File: src/rtl/reaction_cue_ctrl_pkg.sv
`default_nettype none
// ============================================================================
// reaction_pkg
// Shared state, colour and winner encodings for the reaction-time game.
// Rev 1.0
// ============================================================================
package reaction_pkg;

  typedef enum logic [2:0] {
    IDLE    = 3'd0,
    ARMED   = 3'd1,
    GO      = 3'd2,
    RESULT  = 3'd3,
    FOUL    = 3'd4,
    TIMEOUT = 3'd5
  } state_t;

  // Colour bit order is {R,G,B}
  localparam logic [2:0] C_OFF     = 3'b000;
  localparam logic [2:0] C_RED     = 3'b100;
  localparam logic [2:0] C_GREEN   = 3'b010;
  localparam logic [2:0] C_BLUE    = 3'b001;
  localparam logic [2:0] C_YELLOW  = 3'b110;
  localparam logic [2:0] C_MAGENTA = 3'b101;

  localparam logic [1:0] W_NONE = 2'b00;
  localparam logic [1:0] W_P1   = 2'b01;
  localparam logic [1:0] W_P2   = 2'b10;
  localparam logic [1:0] W_TIE  = 2'b11;

  localparam int MS_W = 14;

  typedef struct packed {
    logic [2:0] color1;
    logic       bright1;
    logic [2:0] color2;
    logic       bright2;
  } led_t;

  // In FOUL the winner code names the player who did NOT foul.
  function automatic led_t led_for(state_t s, logic [1:0] w);
    led_t l;
    l = '{color1: C_BLUE, bright1: 1'b0, color2: C_BLUE, bright2: 1'b0};
    case (s)
      ARMED:   l = '{C_RED, 1'b0, C_RED, 1'b0};
      GO:      l = '{C_GREEN, 1'b1, C_GREEN, 1'b1};
      RESULT: begin
        if (w == W_TIE) l = '{C_YELLOW, 1'b1, C_YELLOW, 1'b1};
        else            l = '{(w[0] ? C_GREEN : C_OFF), 1'b1,
                              (w[1] ? C_GREEN : C_OFF), 1'b1};
      end
      FOUL: begin
        case (w)
          W_P2:    l = '{C_RED, 1'b1, C_GREEN, 1'b0};
          W_P1:    l = '{C_GREEN, 1'b0, C_RED, 1'b1};
          default: l = '{C_RED, 1'b1, C_RED, 1'b1};
        endcase
      end
      TIMEOUT: l = '{C_MAGENTA, 1'b0, C_MAGENTA, 1'b0};
      default: l = '{C_BLUE, 1'b0, C_BLUE, 1'b0};
    endcase
    return l;
  endfunction

endpackage
`default_nettype wire

File: src/rtl/reaction_cue_ctrl_if.sv
`default_nettype none
// ============================================================================
// reaction_cue_ctrl_if
// Game-control inputs and LED/result outputs of the reaction controller.
// Rev 1.0
// ============================================================================
interface reaction_cue_ctrl_if;
  logic        start;
  logic        btn1;
  logic        btn2;
  logic [2:0]  color1;
  logic [2:0]  color2;
  logic        bright1;
  logic        bright2;
  logic [1:0]  winner;
  logic        foul;
  logic [13:0] reaction_ms;
  logic        result_valid;

  modport master (
    output start, btn1, btn2,
    input  color1, color2, bright1, bright2, winner, foul, reaction_ms, result_valid
  );

  modport slave (
    input  start, btn1, btn2,
    output color1, color2, bright1, bright2, winner, foul, reaction_ms, result_valid
  );
endinterface
`default_nettype wire

File: src/rtl/reaction_cue_ctrl_lfsr16.sv
`default_nettype none
// ============================================================================
// lfsr16
// Free-running 16-bit Fibonacci LFSR (taps 16,14,13,11), seeded 16'hACE1.
// Rev 1.0
// ============================================================================
module lfsr16 (
  input  logic        clk,
  input  logic        rstn,
  output logic [15:0] q
);

  logic [15:0] lfsr_q;
  logic [15:0] lfsr_d;

  // Maximal-length taps: a non-zero seed can never reach the all-zero state.
  assign lfsr_d = {lfsr_q[14:0], lfsr_q[15] ^ lfsr_q[13] ^ lfsr_q[12] ^ lfsr_q[10]};

  always_ff @(posedge clk or negedge rstn) begin
    if (!rstn) lfsr_q <= 16'hACE1;
    else       lfsr_q <= lfsr_d;
  end

  assign q = lfsr_q;

endmodule
`default_nettype wire

File: src/rtl/reaction_cue_ctrl.sv
`default_nettype none
// ============================================================================
// reaction_cue_ctrl
// Two-player reaction tester: random cue delay, ms timing, winner/foul report.
// Rev 1.0
// ============================================================================
module reaction_cue_ctrl
  import reaction_pkg::*;
#(
  parameter int TICK_DIV     = 50000,
  parameter int MIN_DELAY_MS = 1000,
  parameter int RAND_BITS    = 11,
  parameter int TIMEOUT_MS   = 9999
) (
  input  logic clk,
  input  logic rstn,
  reaction_cue_ctrl_if.slave bus
);

  localparam int PW = (TICK_DIV > 1) ? $clog2(TICK_DIV) : 1;

  logic [15:0]     lfsr_val;
  logic            lfsr_unused;
  state_t          state_q, state_d;
  logic [PW-1:0]   presc_q, presc_d;
  logic [MS_W-1:0] ms_q, ms_d;
  logic [MS_W-1:0] delay_q, delay_d;
  logic [1:0]      winner_q, winner_d;
  logic            foul_q, foul_d;
  logic [MS_W-1:0] react_q, react_d;
  logic            valid_q, valid_d;
  led_t            led_q, led_d;

  logic            tick;
  logic            press;
  logic            clr_time;
  logic [MS_W-1:0] ms_inc;

  lfsr16 u_lfsr (
    .clk  (clk),
    .rstn (rstn),
    .q    (lfsr_val)
  );

  assign lfsr_unused = ^lfsr_val;

  assign tick   = (presc_q == PW'(TICK_DIV - 1));
  assign press  = bus.btn1 | bus.btn2;
  assign ms_inc = (ms_q == {MS_W{1'b1}}) ? ms_q : ms_q + MS_W'(1);

  always_comb begin
    state_d  = state_q;
    delay_d  = delay_q;
    winner_d = winner_q;
    foul_d   = foul_q;
    react_d  = react_q;
    valid_d  = 1'b0;
    clr_time = 1'b0;

    case (state_q)
      ARMED: begin
        // Early presses beat a same-cycle cue transition.
        if (press) begin
          state_d  = FOUL;
          winner_d = {bus.btn1 & ~bus.btn2, bus.btn2 & ~bus.btn1};
          foul_d   = 1'b1;
          react_d  = '0;
          valid_d  = 1'b1;
        end else if (tick && (ms_inc >= delay_q)) begin
          state_d  = GO;
          clr_time = 1'b1;
        end
      end
      GO: begin
        if (press) begin
          state_d  = RESULT;
          winner_d = {bus.btn2, bus.btn1};
          react_d  = ms_q;
          valid_d  = 1'b1;
        end else if (tick && (ms_inc >= MS_W'(TIMEOUT_MS))) begin
          state_d  = TIMEOUT;
          winner_d = W_NONE;
          react_d  = MS_W'(TIMEOUT_MS);
          valid_d  = 1'b1;
        end
      end
      default: begin
        if (bus.start) begin
          state_d  = ARMED;
          delay_d  = MS_W'(MIN_DELAY_MS) + MS_W'(lfsr_val[RAND_BITS-1:0]);
          winner_d = W_NONE;
          foul_d   = 1'b0;
          react_d  = '0;
          clr_time = 1'b1;
        end
      end
    endcase

    if (clr_time) begin
      presc_d = '0;
      ms_d    = '0;
    end else begin
      presc_d = tick ? '0 : presc_q + PW'(1);
      ms_d    = tick ? ms_inc : ms_q;
    end

    led_d = led_for(state_d, winner_d);
  end

  always_ff @(posedge clk or negedge rstn) begin
    if (!rstn) begin
      state_q  <= IDLE;
      presc_q  <= '0;
      ms_q     <= '0;
      delay_q  <= MS_W'(MIN_DELAY_MS);
      winner_q <= W_NONE;
      foul_q   <= 1'b0;
      react_q  <= '0;
      valid_q  <= 1'b0;
      led_q    <= '{C_BLUE, 1'b0, C_BLUE, 1'b0};
    end else begin
      state_q  <= state_d;
      presc_q  <= presc_d;
      ms_q     <= ms_d;
      delay_q  <= delay_d;
      winner_q <= winner_d;
      foul_q   <= foul_d;
      react_q  <= react_d;
      valid_q  <= valid_d;
      led_q    <= led_d;
    end
  end

  assign bus.color1       = led_q.color1;
  assign bus.bright1      = led_q.bright1;
  assign bus.color2       = led_q.color2;
  assign bus.bright2      = led_q.bright2;
  assign bus.winner       = winner_q;
  assign bus.foul         = foul_q;
  assign bus.reaction_ms  = react_q;
  assign bus.result_valid = valid_q;

endmodule
`default_nettype wire

File: src/flat_wrapper.sv
// flat-port wrapper written by rule: the top's interface ports become plain ports
module reaction_cue_ctrl_flat import reaction_pkg::*;
#(
  parameter int TICK_DIV     = 50000,
  parameter int MIN_DELAY_MS = 1000,
  parameter int RAND_BITS    = 11,
  parameter int TIMEOUT_MS   = 9999
)
  (clk, rstn, bus_start, bus_btn1, bus_btn2, bus_color1, bus_color2, bus_bright1, bus_bright2, bus_winner, bus_foul, bus_reaction_ms, bus_result_valid);
  reaction_cue_ctrl_if bus_i ();
  input  logic clk;
  input  logic rstn;
  input wire logic [$bits(bus_i.start)-1:0] bus_start;
  input wire logic [$bits(bus_i.btn1)-1:0] bus_btn1;
  input wire logic [$bits(bus_i.btn2)-1:0] bus_btn2;
  output wire logic [$bits(bus_i.color1)-1:0] bus_color1;
  output wire logic [$bits(bus_i.color2)-1:0] bus_color2;
  output wire logic [$bits(bus_i.bright1)-1:0] bus_bright1;
  output wire logic [$bits(bus_i.bright2)-1:0] bus_bright2;
  output wire logic [$bits(bus_i.winner)-1:0] bus_winner;
  output wire logic [$bits(bus_i.foul)-1:0] bus_foul;
  output wire logic [$bits(bus_i.reaction_ms)-1:0] bus_reaction_ms;
  output wire logic [$bits(bus_i.result_valid)-1:0] bus_result_valid;
  assign bus_i.start = bus_start;
  assign bus_i.btn1 = bus_btn1;
  assign bus_i.btn2 = bus_btn2;
  assign bus_color1 = bus_i.color1;
  assign bus_color2 = bus_i.color2;
  assign bus_bright1 = bus_i.bright1;
  assign bus_bright2 = bus_i.bright2;
  assign bus_winner = bus_i.winner;
  assign bus_foul = bus_i.foul;
  assign bus_reaction_ms = bus_i.reaction_ms;
  assign bus_result_valid = bus_i.result_valid;
  reaction_cue_ctrl #(.TICK_DIV(TICK_DIV), .MIN_DELAY_MS(MIN_DELAY_MS), .RAND_BITS(RAND_BITS), .TIMEOUT_MS(TIMEOUT_MS)) u_core (.clk(clk), .rstn(rstn), .bus(bus_i));
endmodule
File: config.mk
export PLATFORM = sky130hd
export DESIGN_NAME = reaction_cue_ctrl_flat
export DESIGN_NICKNAME = d
export VERILOG_FILES = /design/src/rtl/reaction_cue_ctrl_pkg.sv /design/src/rtl/reaction_cue_ctrl_if.sv /design/src/rtl/reaction_cue_ctrl_lfsr16.sv /design/src/rtl/reaction_cue_ctrl.sv /design/src/flat_wrapper.sv
export SDC_FILE = /design/constraint.sdc
export NUM_CORES = 1
export LEC_CHECK = 0
export ABC_CLOCK_PERIOD_IN_PS = 3300
export CAP_MARGIN = 20
export CORE_ASPECT_RATIO = 0.9
export CORE_MARGIN = 8
export CORE_UTILIZATION = 51
export DETAILED_ROUTE_END_ITERATION = 8
export PLACE_DENSITY_LB_ADDON = 0.12
export RECOVER_POWER = 50
export SYNTH_ARGS = -nofsm -noshare
export SYNTH_HDL_FRONTEND = slang
export SYNTH_SLANG_ARGS = --single-unit
export TNS_END_PERCENT = 10
File: constraint.sdc
create_clock -name clk -period 3.3 [get_ports clk]
set_input_delay 0.495 -clock clk [delete_from_list [all_inputs] [get_ports clk]]
set_output_delay 0.495 -clock clk [all_outputs]
set_load 0.1 [all_outputs]
# Word level (Yosys, flattened, before mapping)

Index checks and enable logic that the tools add are counted.
Widths: inputs -> output; s select.

Register bits after elaboration: 89
Output and inout port bits: 26

Bitwise logic cells: 10
Reductions and logical operators: 9
Equality and inequality tests: 14
Mux-type cells: 37
Order comparisons: 2
Add/subtract/negate cells: 3

Operators by type and width:

| kind                   | count |
|---|---|
| $mux 14                | 7 |
| $pmux 8 s5             | 1 |
| $mux 16                | 2 |
| $pmux 14 s2            | 1 |
| $add 16x1->16 const B  | 1 |
| $eq 16x16->1 const B   | 1 |
| $pmux 8 s2             | 1 |
| $mux 3                 | 5 |
| $add 14x1->14 const B  | 1 |
| $eq 14x14->1 const B   | 1 |
| $ge 14x14->1           | 1 |
| $ge 14x14->1 const B   | 1 |
| $add 10x11->12 const A | 1 |
| $mux 2                 | 6 |
| $eq 3x2->1 const B     | 3 |
| $mux 1                 | 8 |
| $mux 8                 | 1 |
| $eq 3x1->1 const B     | 2 |
| $eq 3x3->1 const B     | 2 |
| $pmux 1 s2             | 3 |
| $pmux 3 s2             | 1 |
| $reduce_and 3->1       | 2 |
| $eq 2x2->1 const B     | 2 |
| $not 1->1              | 4 |
| 12 further kinds       | 17 |

# Logic depth before layout (Yosys ltp)

Word-level depth: 10
Gate-level depth with buffers: 18
Depth with buffers taken out: 16

# Cells and area by module

From an unflattened synthesis, not the netlist that was laid out.

Cells, all modules: 498
Area total of the unflattened synthesis: 4764.6 um^2

Modules (own cells, without submodules):

| module            | area each (um^2) | instances | cells an instance |
|---|---|---|---|
| reaction_cue_ctrl | 4215.3           | 1         | 464 |
| lfsr16            | 549.3            | 1         | 34 |

# Worst setup path after synthesis

Ideal clock, no wire load.

Path type: flip-flop to flip-flop
From: register u_core.ms_q[1]
To: register u_core.led_q, in the netlist u_core.bus.color2[2]
Period minus slack after synthesis: 3565 ps
Data arrival time: 3500 ps
Path buffers: 2
Cell stages (with the launch flop): 18
Required time: 3235 ps
Slack: -265 ps
Cell sequence: dfrtp_1 > ha_1 > and3_4 > buf_6 > and4b_4 > buf_6 > or4_1 > nand2_1 > ha_1 > a21o_1 > a21oi_1 > o21ai_0 > nand2_1 > o2111ai_1 > a211o_1 > o211a_2 > nor4b_1 > or4_1

RTL lines:

| element                  | line                     | source |
|---|---|---|
| start: declaration       | reaction_cue_ctrl.sv:26  | `logic [MS_W-1:0] ms_q, ms_d;` |
| start signal: assignment | reaction_cue_ctrl.sv:124 | `ms_q <= ms_d;` |
| end signal: assignment   | reaction_cue_ctrl.sv:120 | `led_q <= '{C_BLUE, 1'b0, C_BLUE, 1'b0};` |
| end signal: assignment   | reaction_cue_ctrl.sv:130 | `led_q <= led_d;` |
| end: declaration         | reaction_cue_ctrl.sv:32  | `led_t led_q, led_d;` |

==> summary.md <==
| Metric | Value |
|---|---|
| Main synth FF type | dfrtp_1 |
| Pin count of the biggest net entering global routing | 87 |
| Worst Hold Class | register to register |
| Synth async-reset ratio | 100.0% |
| Cts hold-fix bufs | 0 |
| Clock tree from TritonCTS | yes |
| Slowest-stage cell, CP | or4_4 |
| Setup WS pre-CTS | -0.09498 ns |
| Clock Tree Buf Depth | 2 |
| Number of DRC markers in iteration 0 | 174 |
| Worst hold start | u_core.u_lfsr.q[14]$_DFF_PN0_ |
| Max FO, Critical Path | 6 |
| Detailed-route DRC error count | 0 |
| Skew-Pair Late Insertion Delay | 0.36 ns |
| Clock-pin slew of the registers on the worst-case setup and hold paths | 0.09 ns |
| Worst VDD drop | 0.7252 mV |
| Chip Height | 105.5 um |
| Setup-failing EPs final | 3 |
| Placed cells | 628 |
| First-pass GRT wire length | 17.05 mm |
| Delay-heaviest family, CP | simple AND/OR/NAND/NOR gates |
| Worst Tran Pin Value | 1.486 ns |
| Total CTS buffers | 9 |
| Data arrival time of the critical path | 3.61 ns |
| Post-Synthesis Cell Area | 0.004537 mm^2 |
| Root Buffer Master | clkbuf_8 |
| Syn avg cell area | 9.906 um^2 |
| RSZ-0062 raised after global routing | yes |
| Peak Freq | 296.0 MHz |
| Reg2reg setup slack | -0.08 ns |
| Status | finished with violations |
| Drt via density | 5.580 |
| Core Area | 0.008608 mm^2 |
| Final min period | 3.379 ns |
| Post-synth EDFFs | 0 |
| Total number of vias | 3627 |
| PnR worst setup slack | -0.07862 ns |
| Max-slew violation count | 0 |
| Area growth syn-to-layout | 23.30% |
| Post-DR wirelength/cell | 15.85 um |
| Vias in the first global route | 3569 |
| Warnings, synthesis | 0 |
| DRT Pass-1 Iters | 5 |
| Diodes inserted | 0 |
| CTS sink cnt | 86 |
| Final Total Pwr | 0.003114 W |
| Nets | 545 |
| Proportion of layout cells with a drive suffix above 1 | 22.41% |
| Leakage | 2.535 nW |
| Synth unique cells | 62 |
| Max cap viols | 0 |
| Layout fillers | 699 |
| Critical path startpoint | u_core.ms_q[1]$_DFFE_PN0P_ |
| Die area | 0.01217 mm^2 |
| Grt ovf | 0 |
| Tcrit/Tclk final | 102.4% |
| Clock Skew | 0.01096 ns |
| Worst hold margin | 0.3599 ns |
| Synth area leader | dfrtp_1 |
| Synth Instances | 458 |
| Critical Path, Cell by Cell | ha_2 -> and3_4 -> and4b_4 -> or4_4 -> buf_4 -> a311oi_2 -> a21oi_1 -> and2_4 -> o311a_4 -> clkinv_4 -> nor4b_2 -> or4_1 |
| H-Tree Depth | 3 |
| GP Congestion | 0.9166 |
| Final HPWL from detailed placement | 7.216 mm |
| Sequential element share of the synthesized area | 47.85% |
| Worst path required time | 3.53 ns |
| Failing checks | negative setup slack |
| PortBufs | 30 |
| Max_slew headroom | 0.9208% |
| Core Util, Final | 64.99% |
| R2R Path Start | u_core.ms_q[1]$_DFFE_PN0P_ |
| CP Class | register to register |
| PD cells | 556.6 mW/mm^2 |
| Site Rows | 32 |
| Initial antenna violation count | 0 |
| Top-Level Pins | 31 |
| Routed WL | 10.30 mm |
| Starting Density | 52.70% |
| Bufs and invs on worst path | 2 |
| Setup crit end kind | register |
| Final hold viol count | 0 |
| Final cell count without fillers | 650 |
| Synth top area share | 39.16% |
| Max incr delay on CP | 0.55 ns |
| Synth area leaders | dfrtp_1 39%, dfstp_2 8.7%, nor2_1 4.4% |
| Startpoint types | register |
| Total GRT Usage | 17.29% |
| Register bit total from synthesis | 86 |
| Mapped Nets | 477 |
| Final ANT Viol Nets | 0 |
| Die width | 115.4 um |
-- kinds of logic (layout without fill, tap and decap cells) --
family	count (synthesis)	in the layout	synth area share (%)
simple gates	158	159	17.54
compound gates	96	96	14.42
flops	86	86	47.85
buf+inv	51	123	5.405
xor+xnor	34	34	6.564
mux	19	19	4.357
fa+ha+maj	14	14	3.861
-- worst paths after layout --
kind                                                          end  cells after the start
worst max register to register     u_core.bus.color2[2]$_DFF_PN0_                     12
worst max-delay path               u_core.bus.color2[2]$_DFF_PN0_                     12
worst min register to register      u_core.u_lfsr.q[15]$_DFF_PN1_                      0
worst min-delay path                u_core.u_lfsr.q[15]$_DFF_PN1_                      0
max in group asynchronous       u_core.bus.result_valid$_DFF_PN0_                      2
min in group asynchronous            u_core.presc_q[14]$_DFF_PN0_                      1
-- cells in the mapped netlist, types with 5 or more instances --
cell type   n
a21oi_1    23
a22o_1      7
and3_1      8
and4_1      5
buf_2       6
buf_6       5
clkbuf_1   13
dfrtp_1    71
dfstp_2    15
ha_1       14
inv_1      23
mux2_2      6
mux2i_1    13
nand2_1    29
nand2b_1    8
nand3_1    15
nand4_1    11
nor2_1     53
nor3_1     11
o21ai_0    26
o21ai_1     5
xnor2_1    14
xor2_1     20
-- sequential cells by signal, summed over array words and instances (netlist names) --
| register | cells |
|---|---|
| u_core.bus.bright2 | 1 |
| u_core.bus.color1 | 3 |
| u_core.bus.reaction_ms | 14 |
| u_core.presc_q | 16 |
| u_core.bus.color2 | 2 |
| u_core.delay_q | 12 |
| u_core.ms_q | 14 |
| u_core.u_lfsr.q | 16 |
| u_core.bus.winner | 2 |
| u_core.bus.bright1 | 1 |
| u_core.state_q | 3 |
| u_core.bus.result_valid | 1 |
| u_core.bus.foul | 1 |
-- routing by layer --
layer	global-route usage, %	up-vias	routed length (um)	part of all wire (%)
met3	4.963	11	601	5.8
met5	0	-	0	0
met1	22.12	1774	4664	45
met4	4.780	0	115	1.1
met2	27.84	89	4922	48
li1	-	1753	-	-
-- final cells by class --
class                      instances  area (um^2)  share of cell area (%)
clock buffer                      10        127.6                   2.281
clock inverter                     6        86.33                   1.543
inverter                          25        98.84                   1.767
multi-input combinational        322         2273                   40.64
sequential                        86         2171                   38.81
tap                              119        148.9                   2.662
timing repair buffer              82        688.2                   12.30
-- per-stage QoR --
step                      area, um^2  setup TNS [ns]
after CTS                       5517        -0.05094
final                           5594         -0.1040
after global placement          5205        -0.04170
after floorplan                 4549         -0.5451
after global routing            5594         -0.7535
after detailed placement        5205         -0.2145
-- placed cells by master (no fill, tap or decap), types with 3 or more instances in the layout --
master,instances
nand4_1,11
dfrtp_1,71
nor3_1,11
nand2_4,3
nand3_1,14
buf_4,53
nor2_1,52
o21ai_1,8
and2_1,3
xor2_1,19
clkdlybuf4s50_1,25
nand2_1,27
and3_1,8
clkbuf_8,9
xnor2_1,14
ha_1,10
a21oi_1,21
mux2i_1,13
mux2_2,4
inv_1,23
and4_1,4
a211o_1,3
ha_4,3
dfstp_2,9
dfstp_1,6
nand2b_1,8
a22o_1,7
o21ai_0,23
-- repair_timing --
action | in CTS | in global routing
buffers inserted | 2 | 2
pin swaps | 17 | 12
resized for setup | 14 | 13
gates cloned | 1 | 0
endpoints found under the setup margin | 7 | 21
-- power breakdown --
part / switching [W] / internal, W
clock: 0.000378 / 0.000427
combinational: 0.000761 / 0.000329
sequential: 0.0000610 / 0.00116
total: 0.00120 / 0.00191
-- worst reg2reg max path, cell delays in order (launching register included) --
cell and delay, ns:
dfrtp_1 0.39, ha_2 0.19, and3_4 0.18, and4b_4 0.24
or4_4 0.55, buf_4 0.16, a311oi_2 0.22, a21oi_1 0.10
and2_4 0.21, o311a_4 0.37, clkinv_4 0.05, nor4b_2 0.04
or4_1 0.54
Note: power is estimated with default switching activity, not from simulation.
